===== src/rtl/rate_detector.sv =====
// rate_detector: measures the spacing of rising edges on an asynchronous
// divided-clock input, classifies it as one of four nominal periods
// (32/16/8/4 CLK cycles) and reports lock after two agreeing measurements.
module rate_detector #(
    parameter int TOL     = 1,   // allowed deviation from a nominal period
    parameter int TIMEOUT = 63   // edge-less cycles that abandon a measurement (40..63)
) (
    input  logic       CLK,
    input  logic       RST_N,
    input  logic       enable,
    input  logic       in_sig,
    output logic [1:0] frecuency,
    output logic       valid,
    output logic       locked,
    output logic       timeout
);

    typedef enum logic [1:0] {
        S_IDLE    = 2'd0,
        S_ARM     = 2'd1,
        S_MEASURE = 2'd2,
        S_LOCK    = 2'd3
    } state_t;

    localparam logic [6:0] TOL_7     = 7'(TOL);
    localparam logic [5:0] TIMEOUT_6 = 6'(TIMEOUT);
    localparam logic [5:0] CNT_MAX   = 6'd63;

    state_t     r_state, w_state_nxt;
    logic       r_sync1, r_sync2, r_hist;
    logic       w_edge;
    logic [5:0] r_cnt, w_cnt_nxt;
    logic [1:0] r_freq, w_freq_nxt;
    logic [1:0] r_cand, w_cand_nxt;
    logic       r_cand_vld, w_cand_vld_nxt;
    logic       r_valid, w_valid_nxt;
    logic       r_timeout, w_timeout_nxt;
    logic       w_match;
    logic [1:0] w_code;
    logic       w_to_hit;

    // |p - nom| <= TOL, evaluated unsigned at 7 bits so neither side wraps
    function automatic logic near(input logic [5:0] p, input logic [6:0] nom);
        logic [6:0] p7;
        logic [6:0] diff;
        p7   = {1'b0, p};
        diff = (p7 >= nom) ? (p7 - nom) : (nom - p7);
        return diff <= TOL_7;
    endfunction

    // Two-flop synchronizer plus history flop for rising-edge detection
    always_ff @(posedge CLK or negedge RST_N) begin
        if (!RST_N) begin
            r_sync1 <= 1'b0;
            r_sync2 <= 1'b0;
            r_hist  <= 1'b0;
        end else begin
            // NOTE: sequential state always uses non-blocking assignments so every
            // flop samples the pre-edge value of its neighbours, as real hardware does.
            r_sync1 <= in_sig;
            r_sync2 <= r_sync1;
            r_hist  <= r_sync2;
        end
    end

    assign w_edge   = r_sync2 & ~r_hist;
    assign w_to_hit = (r_cnt == TIMEOUT_6) && !w_edge;

    // Classify the current counter value as a measured period
    always_comb begin
        // NOTE: every combinational output gets a default first; a path that
        // leaves one unassigned would infer a latch.
        w_match = 1'b1;
        w_code  = 2'b00;
        if (near(r_cnt, 7'd32)) begin
            w_code = 2'b00;
        end else if (near(r_cnt, 7'd16)) begin
            w_code = 2'b01;
        end else if (near(r_cnt, 7'd8)) begin
            w_code = 2'b10;
        end else if (near(r_cnt, 7'd4)) begin
            w_code = 2'b11;
        end else begin
            w_match = 1'b0;
        end
    end

    // Next-state, counter, candidate and output-pulse logic
    always_comb begin
        w_state_nxt    = r_state;
        w_freq_nxt     = r_freq;
        w_cand_nxt     = r_cand;
        w_cand_vld_nxt = r_cand_vld;
        w_valid_nxt    = 1'b0;
        w_timeout_nxt  = 1'b0;
        w_cnt_nxt      = (r_cnt == CNT_MAX) ? r_cnt : r_cnt + 6'd1;

        if (!enable) begin
            w_state_nxt    = S_IDLE;
            w_cand_nxt     = 2'b00;
            w_cand_vld_nxt = 1'b0;
            w_cnt_nxt      = 6'd0;
        end else if (r_state == S_IDLE) begin
            w_cnt_nxt   = 6'd0;
            w_state_nxt = S_ARM;
        end else if (w_edge) begin
            // Every edge restarts the period count; what it means depends on state
            w_cnt_nxt = 6'd1;
            case (r_state)
                S_ARM: begin
                    w_state_nxt = S_MEASURE;
                end
                S_MEASURE: begin
                    if (w_match) begin
                        w_valid_nxt = 1'b1;
                        w_freq_nxt  = w_code;
                        if (r_cand_vld && (r_cand == w_code)) begin
                            w_state_nxt = S_LOCK;
                        end else begin
                            w_cand_nxt     = w_code;
                            w_cand_vld_nxt = 1'b1;
                        end
                    end else begin
                        w_cand_vld_nxt = 1'b0;
                    end
                end
                S_LOCK: begin
                    if (w_match && (w_code == r_freq)) begin
                        w_valid_nxt = 1'b1;
                    end else if (w_match) begin
                        w_valid_nxt    = 1'b1;
                        w_freq_nxt     = w_code;
                        w_cand_nxt     = w_code;
                        w_cand_vld_nxt = 1'b1;
                        w_state_nxt    = S_MEASURE;
                    end else begin
                        w_cand_vld_nxt = 1'b0;
                        w_state_nxt    = S_MEASURE;
                    end
                end
                default: begin
                    w_state_nxt = S_IDLE;
                end
            endcase
        end else if (w_to_hit) begin
            // No edge for TIMEOUT cycles: abandon the measurement, keep frecuency
            w_timeout_nxt  = 1'b1;
            w_cand_nxt     = 2'b00;
            w_cand_vld_nxt = 1'b0;
            w_cnt_nxt      = 6'd0;
            w_state_nxt    = S_ARM;
        end
    end

    // State, counter, candidate and registered outputs
    always_ff @(posedge CLK or negedge RST_N) begin
        if (!RST_N) begin
            r_state    <= S_IDLE;
            r_cnt      <= 6'd0;
            r_freq     <= 2'b00;
            r_cand     <= 2'b00;
            r_cand_vld <= 1'b0;
            r_valid    <= 1'b0;
            r_timeout  <= 1'b0;
        end else begin
            r_state    <= w_state_nxt;
            r_cnt      <= w_cnt_nxt;
            r_freq     <= w_freq_nxt;
            r_cand     <= w_cand_nxt;
            r_cand_vld <= w_cand_vld_nxt;
            r_valid    <= w_valid_nxt;
            r_timeout  <= w_timeout_nxt;
        end
    end

    assign frecuency = r_freq;
    assign valid     = r_valid;
    assign timeout   = r_timeout;
    assign locked    = (r_state == S_LOCK);

endmodule

===== config.mk =====
export PLATFORM = sky130hd
export DESIGN_NAME = rate_detector
export DESIGN_NICKNAME = d
export VERILOG_FILES = /design/src/rtl/rate_detector.sv
export SDC_FILE = /design/constraint.sdc
export NUM_CORES = 1
export LEC_CHECK = 0
export CAP_MARGIN = 20
export CORE_AREA = 2 2 80 82
export DETAILED_ROUTE_END_ITERATION = 7
export DIE_AREA = 0 0 82 84
export GPL_ROUTABILITY_DRIVEN = 1
export SETUP_SLACK_MARGIN = 0.5
export SYNTH_ARGS = -nofsm -noshare
export SYNTH_HDL_FRONTEND = slang
export SYNTH_SLANG_ARGS = --single-unit

===== constraint.sdc =====
create_clock -name CLK -period 3.8 [get_ports CLK]
set_clock_uncertainty 0.15 [all_clocks]
set_input_delay 0.76 -clock CLK [delete_from_list [all_inputs] [get_ports CLK]]
set_output_delay 0.76 -clock CLK [all_outputs]
set_load 0.02 [all_outputs]

=== Word-level counts from Yosys, hierarchy flattened ===
Index checks and enable logic that the tools add are counted.

* Add/subtract/negate cells: 9
* Magnitude comparators: 8
* Eq/ne operators: 20
* Muxes and demuxes: 55
* Bitwise gates (word level): 3
* Reduce and logical (&&, ||, !) cells: 10

{| class="wikitable"
|+ Operator list
! operator !! number
|-
| $mux 2 || 21
|-
| $mux 6 || 5
|-
| $le 7x1->1 const B || 4
|-
| $mux 7 || 4
|-
| $mux 1 || 20
|-
| $ne 5x5->1 const B || 4
|-
| $ne 4x4->1 const B || 3
|-
| $reduce_and 5->1 || 2
|-
| $ne 4x3->1 const B || 2
|-
| $pmux 2 s2 || 2
|-
| $reduce_and 7->1 || 1
|-
| $sub 3x6->7 const A || 1
|-
| $sub 4x6->7 const A || 1
|-
| $sub 5x6->7 const A || 1
|-
| $sub 6x3->7 const B || 1
|-
| $sub 6x4->7 const B || 1
|-
| $sub 6x5->7 const B || 1
|-
| $sub 6x6->7 const A || 1
|-
| $sub 6x6->7 const B || 1
|-
| $add 6x1->6 const B || 1
|-
| $eq 6x6->1 const B || 1
|-
| $ge 6x3->1 const B || 1
|-
| $ge 6x4->1 const B || 1
|-
| $ge 6x5->1 const B || 1
|-
| 17 further kinds || 24
|}

* Flip-flop bits (word level): 18
* Input bits: 4
* Output and inout bits: 5
* Logic and storage cells: 115

=== Longest topological paths before layout ===
* Word-level depth: 15
* Gate-level depth with buffers: 12
* Depth with buffers taken out: 11

=== Worst setup path before layout ===
OpenSTA, ideal clock, no wires.

* Kind: register to register
* From: register r_cnt[3]
* To: register r_freq[1] (netlist: frecuency[1])
* Library setup time: 0.128 ns
* Data arrival time: 2.663 ns
* Data required time: 3.522 ns
* Path slack: 0.860 ns
* Stages on the path, launching flop included: 12
* Buffers on the path: 0
* Period minus slack after synthesis: 2.940 ns
* Cell sequence: dfrtp_1 > inv_1 > ha_1 > ha_1 > a211oi_1 > or3_1 > a31o_1 > a2111o_1 > nand4_2 > nand2_1 > nand2_2 > mux2_1

* Word-level cells in the longest chain between the ends: 11
* Elaborated cells on any way between the ends: 35
* Classes of those cells: add/sub: 8; order compare: 8; eq/ne: 2; mux: 15; reduce/logical: 2

{| class="wikitable"
|+ RTL lines
! what !! line !! text
|-
| from (decl) || 32 || <nowiki>logic [5:0] r_cnt, w_cnt_nxt;</nowiki>
|-
| from (signal assigned) || 167 || <nowiki>r_cnt <= w_cnt_nxt;</nowiki>
|-
| $sub 3x6->7 (tied with other cells) || 47 || <nowiki>diff = (p7 >= nom) ? (p7 - nom) : (nom - p7);</nowiki>
|-
| $mux 7 || 47 ||
|-
| $le 7x1->1 || 48 || <nowiki>return diff <= TOL_7;</nowiki>
|-
| $mux 2 || 81 || <nowiki>end else if (near(r_cnt, 7'd4)) begin</nowiki>
|-
| $mux 2 || 79 || <nowiki>end else if (near(r_cnt, 7'd8)) begin</nowiki>
|-
| $mux 2 || 77 || <nowiki>end else if (near(r_cnt, 7'd16)) begin</nowiki>
|-
| $mux 2 || 75 || <nowiki>if (near(r_cnt, 7'd32)) begin</nowiki>
|-
| $eq 2x2->1 || 128 || <nowiki>if (w_match && (w_code == r_freq)) begin</nowiki>
|-
| $logic_and 1x1->1 || 128 ||
|-
| $ne 2x2->1 (no source line) || - ||
|-
| $reduce_and 5->1 (no source line) || - ||
|-
| to (signal assigned) || 168 || <nowiki>r_freq <= w_freq_nxt;</nowiki>
|-
| to (decl) || 33 || <nowiki>logic [1:0] r_freq, w_freq_nxt;</nowiki>
|}

Parallel ways exist; a longest one is shown, timed or not. The select of a mux whose other input is x is not followed.
A chain may end at the register's enable or synchronous reset.

=== Worst setup path in the final report ===
Ends and elaborated chain as after synthesis.

==> metrics.yaml <==
grt_pass1_vias: 1140
grtUsageTotal_pct: 9.29
yosys-top-cells-area: "dfrtp_1 (31%), ha_1 (9.4%), xnor2_1 (4.2%)"
path_cells: "clkinvlp_4 -> ha_1 -> ha_1 -> nand3_1 -> a2111oi_4 -> a31oi_1 -> a31oi_2 -> mux2_2 -> nand2_1 -> nand2_2 -> mux2_1"
dp_slack_ns: 0.519
clkTransAtPathRegs_ns: 0.06
holdWs_ns: 0.206
coreArea_um2: 6100
hold_depth: 0
synth_seq_cells: 18
ys_seq_area_share_pct: 30.8
synth_area_um2: 1460
rrSetupSlack_ns: 0.71
critPathMaxStageDelay_ns: 0.40
synth-main-ff-cell: "dfrtp_1"
place.gp.congestion: 0.846
synth_cells: 154
required_ns: 3.79
overflow: 0
setup_viol: 0
final_cell_count_no_fill: 243
die_y_um: 84
cts-hold-fix-buffers: 0
dr.first_iter.drc_count: 51
cts_tree: "yes"
clk_path_buf_depth: 2
fin_setup_tns_ns: 0
place_area_um2: 1610
port_buffers: 8
fill_cells: 671
crit_family: "compound AO/OA/AOI/OAI gates"
p_total_mw: 0.460
syn_area_per_cell_um2: 9.49
antenna_found_initial: 0
syn2layout_area_growth_pct: 16.4
slowest_stage: "dfrtp_2"
die_w_um: 82
diodes: 0
reg2reg_depth: 11
hp-start: "r_sync1"
synth.distinct_cells: 56
final_cell_mix: "nor2_1 (15), dfrtp_1 (13), ha_1 (11)"
root_buffer: "clkbuf_8"
utilization_pct: 27.9
vias: 1146
critPathLaunchType: "register"
hpwl_um: 2280
final_common_cell: "nor2_1"
via_per_inst: 4.72
worstSetupPathDepth: 11
cts_sinks: 18
drive_gt1_share_pct: 19.9
initial_core_util_pct: 24.0
nets: 183
io_pins: 9
setup_ws_ns: 0.715
drt_first_pass_iters: 4
wl_um: 2960
final_area_um2: 1700
die_area_um2: 6890
peakVddDrop_v: 0.000191
yosysWarnings: 0
synth.largest_area_cell: "dfrtp_1"
clock_latency_ns: 0.25
hold_viol: 0
yosysTopAreaCellShare_pct: 30.8
cp_max_fo: 7
synth_nets: 169
dpl.cell_count: 236
slew_headroom_pct: 47.6
drv_cap: 0
cp.arrival_ns: 3.07
rsz0062_at_grt: "no"
p_leak_nw: 0.661
synth_edf_count: 0
wl_per_cell_um: 12.2
reg2reg_from: "r_cnt[3]"
criticalPathCategory: "register to register"
critical_path_buf_inv_count: 1
min_to: "r_sync2"
max_slew.worst_pin.slew_ns: 0.784
startpoint: "r_cnt[3]"
endpoint_kind: "register"
grt_pass1_wl_um: 5150
drc: 0
clock.fmax_mhz: 324
rows: 29
ant_nets: 0
hold_path_class: "register to register"
power_density_nw_per_um2: 270
rr_endpoint: "frecuency[1]"
cts_buffers: 3
min_period_ns: 3.09
period_share_pct: 81.2
status: "finished clean"
grt_start_max_net_pins: 19
htreeDepth: 1
slew_viol_final: 0
critical_path.most_common_cell: "ha_1"
ys_async_sr_fraction_pct: 100
## synthesized netlist by cell type, drive strengths merged, types with 3 or more instances
library cell and number:
and2 6, a21oi 5, o21ai 7, nand4 5, nand3 10, dfrtp 18, nor2 16, buf 3
a31oi 3, ha 11, nand2 7, nand2b 5, xnor2 7, inv 11
## area by class of cell
type / instances / area, um2 / area share, %
repair buffers: 13 / 118 / 6.91
multi-input cells: 121 / 945 / 55.5
flip-flops and latches: 18 / 457 / 26.8
well taps: 77 / 96.3 / 5.66
inverters: 11 / 45.0 / 2.65
clock buffers: 3 / 41.3 / 2.43
## state kept, by name (all words and copies together) (netlist names)
name	flops
r_cnt	6
r_state	2
timeout	1
valid	1
r_sync1	1
r_sync2	1
r_cand	2
frecuency	2
r_cand_vld	1
r_hist	1
## power by group
group / total (mW) / internal [mW] / switching [mW]
clock: 0.128 / 0.0703 / 0.0581
combinational: 0.119 / 0.0503 / 0.0686
sequential: 0.212 / 0.201 / 0.0116
total: 0.460 / 0.321 / 0.138
## worst max path at each step
stage | end | slack [ns]
final | frecuency[1] | 0.71
after global routing | frecuency[1] | 0.52
after CTS | frecuency[1] | 0.56
after detailed placement | frecuency[1] | 0.52
after global placement | frecuency[1] | 0.51
after floorplan | frecuency[1] | 0.86
## timing repair
item                                    CTS  global route
resized for setup                         1             6
pin swaps                                 0             1
endpoints found under the setup margin    1             5
setup buffers                             0             4
## layer usage
layer  GRT usage [%]  vias to the layer above  share of wire [%]
met5               0                        -                  0
met4            4.39                        0                2.9
met3           0.866                        8                2.3
met2            15.1                       17                 47
met1            12.2                      534                 47
li1                -                      587                  -
## worst reg2reg max path, stage by stage (launching register included)
cell	delay [ns]
dfrtp_2	0.40
clkinvlp_4	0.16
ha_1	0.25
ha_1	0.28
nand3_1	0.11
a2111oi_4	0.38
a31oi_1	0.16
a31oi_2	0.35
mux2_2	0.23
nand2_1	0.09
nand2_2	0.10
mux2_1	0.31
## kinds of logic (layout without fill, tap and decap cells)
group | after synthesis | in the layout | share of synthesized area, %
flops | 18 | 18 | 30.8
compound gates | 33 | 33 | 21.2
xor+xnor | 9 | 9 | 5.39
fa+ha+maj | 12 | 12 | 10.1
simple gates | 65 | 65 | 25.5
mux | 2 | 2 | 1.54
buf+inv | 15 | 27 | 5.39
Note: power is estimated with default switching activity, not from simulation.
